File: src/rtl/ddr_rd_arb_pkg.sv
// Shared definitions for the DDR read-port arbiter: FSM state encoding and
// the burst-length convention (an 8-bit length of 0 means 256 beats).
package ddr_rd_arb_pkg;

  localparam int unsigned LEN_W  = 8;
  localparam int unsigned BEAT_W = LEN_W + 1;

  typedef enum logic [1:0] {
    IDLE    = 2'd0,
    ISSUE   = 2'd1,
    XFER    = 2'd2,
    RELEASE = 2'd3
  } arb_state_e;

  // Number of beats a burst of the given length carries.
  function automatic logic [BEAT_W-1:0] len_to_beats(input logic [LEN_W-1:0] len);
    return (len == '0) ? {1'b1, {LEN_W{1'b0}}} : {1'b0, len};
  endfunction

endpackage

File: src/rtl/rr_arbiter_onehot.sv
// Combinational round-robin picker: returns the first requesting channel at or
// after ptr_i (wrapping), as a one-hot vector and as an index.
module rr_arbiter_onehot
  import ddr_rd_arb_pkg::*;
#(
  parameter int unsigned NUM_CH = 4,
  parameter int unsigned IDX_W  = $clog2(NUM_CH)
) (
  input  logic [NUM_CH-1:0] req_i,
  input  logic [IDX_W-1:0]  ptr_i,
  output logic [NUM_CH-1:0] grant_o,
  output logic [IDX_W-1:0]  idx_o,
  output logic              any_o
);

  logic [IDX_W:0] cand;

  // Walk the channels starting at the pointer; the first hit wins
  always_comb begin
    grant_o = '0;
    idx_o   = '0;
    any_o   = 1'b0;
    cand    = '0;
    for (int i = 0; i < NUM_CH; i++) begin
      cand = {1'b0, ptr_i} + (IDX_W+1)'(i);
      if (cand >= (IDX_W+1)'(NUM_CH)) cand = cand - (IDX_W+1)'(NUM_CH);
      if (!any_o && req_i[cand[IDX_W-1:0]]) begin
        any_o                     = 1'b1;
        idx_o                     = cand[IDX_W-1:0];
        grant_o[cand[IDX_W-1:0]]  = 1'b1;
      end
    end
  end

endmodule

File: src/rtl/ddr_rd_port_arbiter.sv
// Round-robin arbiter sharing the single DDR read port between NUM_CH
// requesters. One burst is in flight at a time; returned beats and the finish
// pulse are steered back to the owner. Optional watchdog under the macro
// DDR_RD_TIMEOUT_EN (timeout_o tied low when the macro is not defined).
module ddr_rd_port_arbiter
  import ddr_rd_arb_pkg::*;
#(
  parameter real         TCQ            = 0.1,
  parameter int unsigned NUM_CH         = 4,
  parameter int unsigned ADDR_WIDTH     = 30,
  parameter int unsigned MEM_DATA_BITS  = 256,
  parameter int unsigned TIMEOUT_CYCLES = 4096
) (
  input  logic                         ddr_clk_i,
  input  logic                         ddr_rst_n_i,
  input  logic [NUM_CH-1:0]            ch_req_i,
  input  logic [NUM_CH*LEN_W-1:0]      ch_len_i,
  input  logic [NUM_CH*ADDR_WIDTH-1:0] ch_addr_i,
  output logic [NUM_CH-1:0]            ch_grant_o,
  output logic [NUM_CH-1:0]            ch_data_valid_o,
  output logic [MEM_DATA_BITS-1:0]     ch_data_o,
  output logic [NUM_CH-1:0]            ch_finish_o,
  output logic                         rd_ddr_req_o,
  output logic [LEN_W-1:0]             rd_ddr_len_o,
  output logic [ADDR_WIDTH-1:0]        rd_ddr_addr_o,
  input  logic                         rd_ddr_data_valid_i,
  input  logic [MEM_DATA_BITS-1:0]     rd_ddr_data_i,
  input  logic                         rd_ddr_finish_i,
  output logic                         len_err_o,
  output logic                         timeout_o
);

  localparam int unsigned IDX_W = $clog2(NUM_CH);

  // Reject parameter sets the datapath is not sized for. TCQ is a
  // simulation-only clock-to-q figure; registers here carry no delays.
  if (NUM_CH < 2 || NUM_CH > 8 || TIMEOUT_CYCLES < 1 ||
      TIMEOUT_CYCLES > 65535 || TCQ < 0.0) begin : g_cfg_check
    $error("ddr_rd_port_arbiter: unsupported parameter set");
  end

  arb_state_e          state_q, state_d;
  logic [IDX_W-1:0]    rr_ptr_q, rr_ptr_d;
  logic [IDX_W-1:0]    owner_q, owner_d;
  logic [NUM_CH-1:0]   grant_q, grant_d;
  logic                req_q, req_d;
  logic [LEN_W-1:0]    len_q, len_d;
  logic [ADDR_WIDTH-1:0] addr_q, addr_d;
  logic [BEAT_W-1:0]   beat_q, beat_d;

  logic [NUM_CH-1:0]   arb_grant;
  logic [IDX_W-1:0]    arb_idx;
  logic                arb_any;
  logic                active;
  logic                beat_in;
  logic                timeout_hit;
  logic [BEAT_W:0]     beats_now;

  rr_arbiter_onehot #(
    .NUM_CH (NUM_CH),
    .IDX_W  (IDX_W)
  ) u_rr (
    .req_i   (ch_req_i),
    .ptr_i   (rr_ptr_q),
    .grant_o (arb_grant),
    .idx_o   (arb_idx),
    .any_o   (arb_any)
  );

  // A burst is open in ISSUE and XFER; beats outside those states are dropped
  assign active    = (state_q == ISSUE) || (state_q == XFER);
  assign beat_in   = active && rd_ddr_data_valid_i;
  assign beats_now = {1'b0, beat_q} + (BEAT_W+1)'(beat_in);

`ifdef DDR_RD_TIMEOUT_EN
  logic [15:0] wdog_q, wdog_d;

  // Watchdog: counts open-burst cycles without a beat, restarts on every beat
  always_comb begin
    wdog_d = '0;
    if (active && !rd_ddr_data_valid_i) wdog_d = wdog_q + 16'd1;
  end

  assign timeout_hit = active && !rd_ddr_data_valid_i && !rd_ddr_finish_i &&
                       (wdog_q == 16'(TIMEOUT_CYCLES - 1));

  // Watchdog counter register
  always_ff @(posedge ddr_clk_i or negedge ddr_rst_n_i) begin
    if (!ddr_rst_n_i) wdog_q <= '0;
    else              wdog_q <= wdog_d;
  end
`else
  assign timeout_hit = 1'b0;
`endif

  // Next-state logic: arbitrate in IDLE, hold the command until the first
  // beat or finish, close the burst and advance the round-robin pointer
  always_comb begin
    state_d  = state_q;
    rr_ptr_d = rr_ptr_q;
    owner_d  = owner_q;
    grant_d  = grant_q;
    req_d    = req_q;
    len_d    = len_q;
    addr_d   = addr_q;
    beat_d   = beat_q;
    if (beat_in && beat_q != '1) beat_d = beat_q + BEAT_W'(1);
    case (state_q)
      IDLE: begin
        if (arb_any) begin
          owner_d = arb_idx;
          grant_d = arb_grant;
          req_d   = 1'b1;
          len_d   = ch_len_i[arb_idx*LEN_W +: LEN_W];
          addr_d  = ch_addr_i[arb_idx*ADDR_WIDTH +: ADDR_WIDTH];
          state_d = ISSUE;
        end
      end
      ISSUE: begin
        // finish takes priority over a same-cycle first beat
        if (rd_ddr_finish_i || timeout_hit) begin
          req_d   = 1'b0;
          grant_d = '0;
          state_d = RELEASE;
        end else if (rd_ddr_data_valid_i) begin
          req_d   = 1'b0;
          state_d = XFER;
        end
      end
      XFER: begin
        if (rd_ddr_finish_i || timeout_hit) begin
          grant_d = '0;
          state_d = RELEASE;
        end
      end
      RELEASE: begin
        rr_ptr_d = (owner_q == IDX_W'(NUM_CH - 1)) ? '0 : owner_q + IDX_W'(1);
        beat_d   = '0;
        state_d  = IDLE;
      end
      default: state_d = IDLE;
    endcase
  end

  // State and burst-context registers
  always_ff @(posedge ddr_clk_i or negedge ddr_rst_n_i) begin
    if (!ddr_rst_n_i) begin
      state_q  <= IDLE;
      rr_ptr_q <= '0;
      owner_q  <= '0;
      grant_q  <= '0;
      req_q    <= 1'b0;
      len_q    <= '0;
      addr_q   <= '0;
      beat_q   <= '0;
    end else begin
      state_q  <= state_d;
      rr_ptr_q <= rr_ptr_d;
      owner_q  <= owner_d;
      grant_q  <= grant_d;
      req_q    <= req_d;
      len_q    <= len_d;
      addr_q   <= addr_d;
      beat_q   <= beat_d;
    end
  end

  assign ch_grant_o      = grant_q;
  assign rd_ddr_req_o    = req_q;
  assign rd_ddr_len_o    = len_q;
  assign rd_ddr_addr_o   = addr_q;
  assign ch_data_o       = rd_ddr_data_i;
  assign ch_data_valid_o = beat_in ? grant_q : '0;
  assign ch_finish_o     = (active && (rd_ddr_finish_i || timeout_hit)) ? grant_q : '0;
  assign len_err_o       = active && rd_ddr_finish_i &&
                           (beats_now != {1'b0, len_to_beats(len_q)});
  assign timeout_o       = timeout_hit;

endmodule

File: config.mk
export PLATFORM = sky130hd
export DESIGN_NAME = ddr_rd_port_arbiter
export DESIGN_NICKNAME = d
export VERILOG_FILES = /design/src/rtl/ddr_rd_arb_pkg.sv /design/src/rtl/rr_arbiter_onehot.sv /design/src/rtl/ddr_rd_port_arbiter.sv
export SDC_FILE = /design/constraint.sdc
export NUM_CORES = 1
export LEC_CHECK = 0
export BUFFER_PORTS_ARGS = -buffer_cell sky130_fd_sc_hd__buf_2
export CAP_MARGIN = 30
export CORE_AREA = 2 2 285 287
export DETAILED_ROUTE_END_ITERATION = 10
export DIE_AREA = 0 0 287 289
export PLACE_DENSITY = 0.3
export SETUP_SLACK_MARGIN = 0.4
export SYNTH_ARGS = -nofsm -noshare
export SYNTH_HDL_FRONTEND = slang
export SYNTH_SLANG_ARGS = --single-unit
File: constraint.sdc
create_clock -name ddr_clk_i -period 3.17 [get_ports ddr_clk_i]
set_input_delay 0.634 -clock ddr_clk_i [delete_from_list [all_inputs] [get_ports ddr_clk_i]]
set_output_delay 0.634 -clock ddr_clk_i [all_outputs]
set_load 0.01 [all_outputs]
==> flow_summary.json <==
{
  "hp-class": "in -> async",
  "wl_mm": 25.3,
  "grt_pass1_vias": 5142,
  "hpwlAfterDp_mm": 20.4,
  "io_pins": 725,
  "ctsRootBufferMaster": "clkbuf_16",
  "wl_met1_mm": 8.94,
  "p_leak_nw": 3.11,
  "wl_met2_mm": 11.4,
  "start_util_pct": 7.68,
  "cts_sinks": 58,
  "clk_pin_slew_ns": 0.05,
  "synth_fp_nets": 1116,
  "ys_ff_latch": 58,
  "die_area_um2": 82900,
  "crit_fanout": 3,
  "nNetsFinal": 1093,
  "final_max_slew_viol_count": 0,
  "htree_num_levels": 3,
  "crit_path_end_kind": "primary output",
  "grt_usage_pct": 6.08,
  "ant_nets": 0,
  "cts_hold_buf": 0,
  "combPwrFrac_pct": 62.5,
  "highest_layer": "met5",
  "dieWidth_um": 287,
  "slowest_stage": "dfrtp_1",
  "maxCapViolCount": 0,
  "num_antenna_cells": 0,
  "post_drt_wl_per_cell_um": 14.7,
  "post-route-period-util_pct": 98.7,
  "intPower_mw": 3.57,
  "synth.avg_cell_area_um2": 8.99,
  "slew_headroom_pct": 57.5,
  "clockBufferDepth": 2,
  "cts_buffers": 9,
  "status": "completed",
  "dp_cells": 1698,
  "powerDensity_nw_per_um2": 901,
  "cts_tree": "done",
  "required_ns": 2.54,
  "power.net_switching_mw": 2.93,
  "yosysWarnings": 0,
  "netSwitchingFraction_pct": 45.1,
  "setup_viol": 0,
  "rsz0062_at_grt": "true",
  "drc_errors": 0,
  "start_kind": "flip-flop",
  "rows": 104,
  "critPathKind": "reg -> out",
  "firstDrtPassIters": 4,
  "vias": 4640,
  "clock_latency_ns": 0.37,
  "cp_common_cell": "ha_4",
  "port_buffers": 211,
  "syn_area_um2": 6130,
  "synthDistinctLibCells": 54,
  "area_growth_syn_to_layout_pct": 17.5,
  "grt_pass1_wl_mm": 35.2,
  "finalSetupTns_ns": 0,
  "period_needed_ns": 3.13,
  "cp_cell_sequence": "inv_2 > ha_4 > nand2_4 > inv_4 > ha_4 > nand3_2 > or2_4 > and2_4 > o211ai_1 > o31ai_1 > a31oi_1 > buf_4 > buf_6",
  "worst_pin_slew_ns": 0.637,
  "die_y_um": 289,
  "wl_met3_mm": 2.46,
  "fmax_ghz": 0.320,
  "drt-initial-drc-count": 90,
  "hold_viol_final": 0,
  "core_area_um2": 79900,
  "layout.cells.non_filler": 1724,
  "routed_via_density": 2.69,
  "syn-instance-count": 682,
  "overflow": 0,
  "crit_path_max_incr_delay_ns": 0.36,
  "yosysSeqAreaShare_pct": 23.7,
  "antenna_found_initial": 1,
  "clock_skew_ns": 0.0131,
  "grt_max_degree": 34,
  "final_layout_size_suffix_gt1_share_pct": 45.0,
  "crit_arrival_ns": 2.49,
  "seqPwrFrac_pct": 20.8,
  "clkPwrFrac_pct": 16.7,
  "gp_congestion": 0.752,
  "vdd_ir_drop_max_v": 0.000427
}
## through the flow
step                cell area, um2  total power, mW  worst slack, ns  util [%]  hold WS, ns
floorplan                     6130             4.08            0.411         -        0.338
global placement              6650             5.18          -0.0951      8.33        0.463
detailed placement            6680             5.20          -0.0751      8.36        0.468
CTS                           7150             6.68          -0.0433      8.95        0.202
global route                  7210             7.10           -0.196      9.02        0.230
finish                        7210             6.49           0.0425      9.02        0.214
## registers in the layout, indices dropped and copies added (netlist names)
| register | cells |
|---|---|
| beat_q | 9 |
| rd_ddr_req_o | 1 |
| rd_ddr_len_o | 8 |
| owner_q | 2 |
| ch_grant_o | 4 |
| rr_ptr_q | 2 |
| rd_ddr_addr_o | 30 |
| state_q | 2 |
## cell usage after synthesis, drive strengths merged
library cell	n	area, um2
a22o	4	35.0
conb	1	3.75
buf	275	2090
nand2	56	210
o31ai	1	7.51
mux4	1	22.5
o211ai	3	27.5
o41ai	2	43.8
dfrtp	58	1450
nand2b	3	18.8
nand3b	1	7.51
and3	9	56.3
nor2b	1	6.26
bufbuf	1	18.8
mux2	3	37.5
inv	8	30.0
nor4	2	12.5
clkbuf	13	50.0
nor3	3	15.0
and3b	1	8.76
a21oi	8	40.0
or2	3	18.8
o21ai	17	85.1
o21bai	1	7.51
nand3	8	40.0
a211oi	1	7.51
or3	3	18.8
a31oi	3	33.8
a2111oi	1	8.76
nor4b	1	8.76
a21o	1	7.51
a22oi	8	60.1
nor3b	4	30.0
nor2	18	67.6
and2	1	6.26
mux2i	80	801
nand4	4	25.0
ha	18	225
o221ai	38	333
a311oi	1	8.76
xor2	8	70.1
xnor2	8	70.1
and2b	1	7.51
## layer usage
metal,GRT usage (%),vias up
li1,-,2050
met1,5.99,2075
met2,9.52,340
met3,2.25,173
met4,6.50,2
met5,0.398,-
## logic make-up after synthesis
kind of cell               synth area share (%)
DFF                                        23.7
buffers and inverters                      35.7
xor gates and xnor gates                   2.29
and+or+nand+nor                            9.10
AOI/OAI and AO/OA                          11.5
other                                    0.0612
adders and majority gates                  3.67
muxes                                      14.0
## path summary, 6_finish.rpt
kind                                    from           endpoint  slack (ns)  cells after the start
hold reg to reg            rd_ddr_addr_o[16]  rd_ddr_addr_o[16]        0.48                      2
setup / recovery                  state_q[1]          len_err_o        0.04                     13
hold / removal                   ddr_rst_n_i  rd_ddr_addr_o[15]        0.21                      1
min in group ddr_clk_i     rd_ddr_addr_o[16]  rd_ddr_addr_o[16]        0.48                      2
setup reg to reg                 rr_ptr_q[0]  rd_ddr_addr_o[17]        0.61                     10
max in group asynchronous        ddr_rst_n_i          beat_q[4]        2.39                      2
## layout make-up
class | count | area [um2]
Timing Repair Buffer | 255 | 1490
Tap cell | 1060 | 1330
Fill cell | 9425 | 72700
Clock inverter | 5 | 52.6
Clock buffer | 11 | 253
Inverter | 8 | 32.5
Sequential cell | 58 | 1450
Multi-Input combinational cell | 327 | 2600
## power groups by stage
stage	clock network (mW)	logic [mW]	registers, mW
floorplan	0	2.68	1.40
global placement	0	3.81	1.36
detailed placement	0	3.84	1.35
CTS	1.16	4.15	1.37
global route	1.18	4.51	1.41
finish	1.09	4.06	1.35
## worst max-delay path, delay by kind of cell, from the launching register on
family / cells / cell delay (ns)
adders and majority gates: 2 / 0.41
buffers and inverters: 4 / 0.36
DFF: 1 / 0.36
AOI/OAI and AO/OA: 3 / 0.44
and+or+nand+nor: 4 / 0.56
## placed cells by master, fill, tap and decap left out, types with 2 or more instances in the layout
cell type and count:
a21oi_1 8, a22o_1 4, a22oi_1 8, a31oi_1 2, and3_1 9, buf_12 4
buf_2 209, buf_4 39, clkbuf_16 9, clkbuf_8 2, clkinv_2 3, dfrtp_1 58
ha_1 13, ha_4 5, inv_1 5, inv_2 2, mux2_2 2, mux2i_1 80
nand2_1 55, nand2b_1 2, nand3_1 5, nand3_2 3, nand4_1 4, nor2_1 17
nor3_1 2, nor3b_1 3, nor4_1 2, o211ai_1 2, o21ai_0 13, o21ai_1 4
o221ai_1 38, or3_1 3, xnor2_1 8, xor2_1 8
## what timing repair did
| action | CTS | global route |
|---|---|---|
| endpoints found under the setup margin | 6 | 36 |
| buffers inserted | 5 | 4 |
| gates cloned | 1 | 0 |
| pin swaps | 12 | 7 |
| gates resized for setup | 22 | 4 |
No activity file was read; power rests on OpenSTA's default activity.
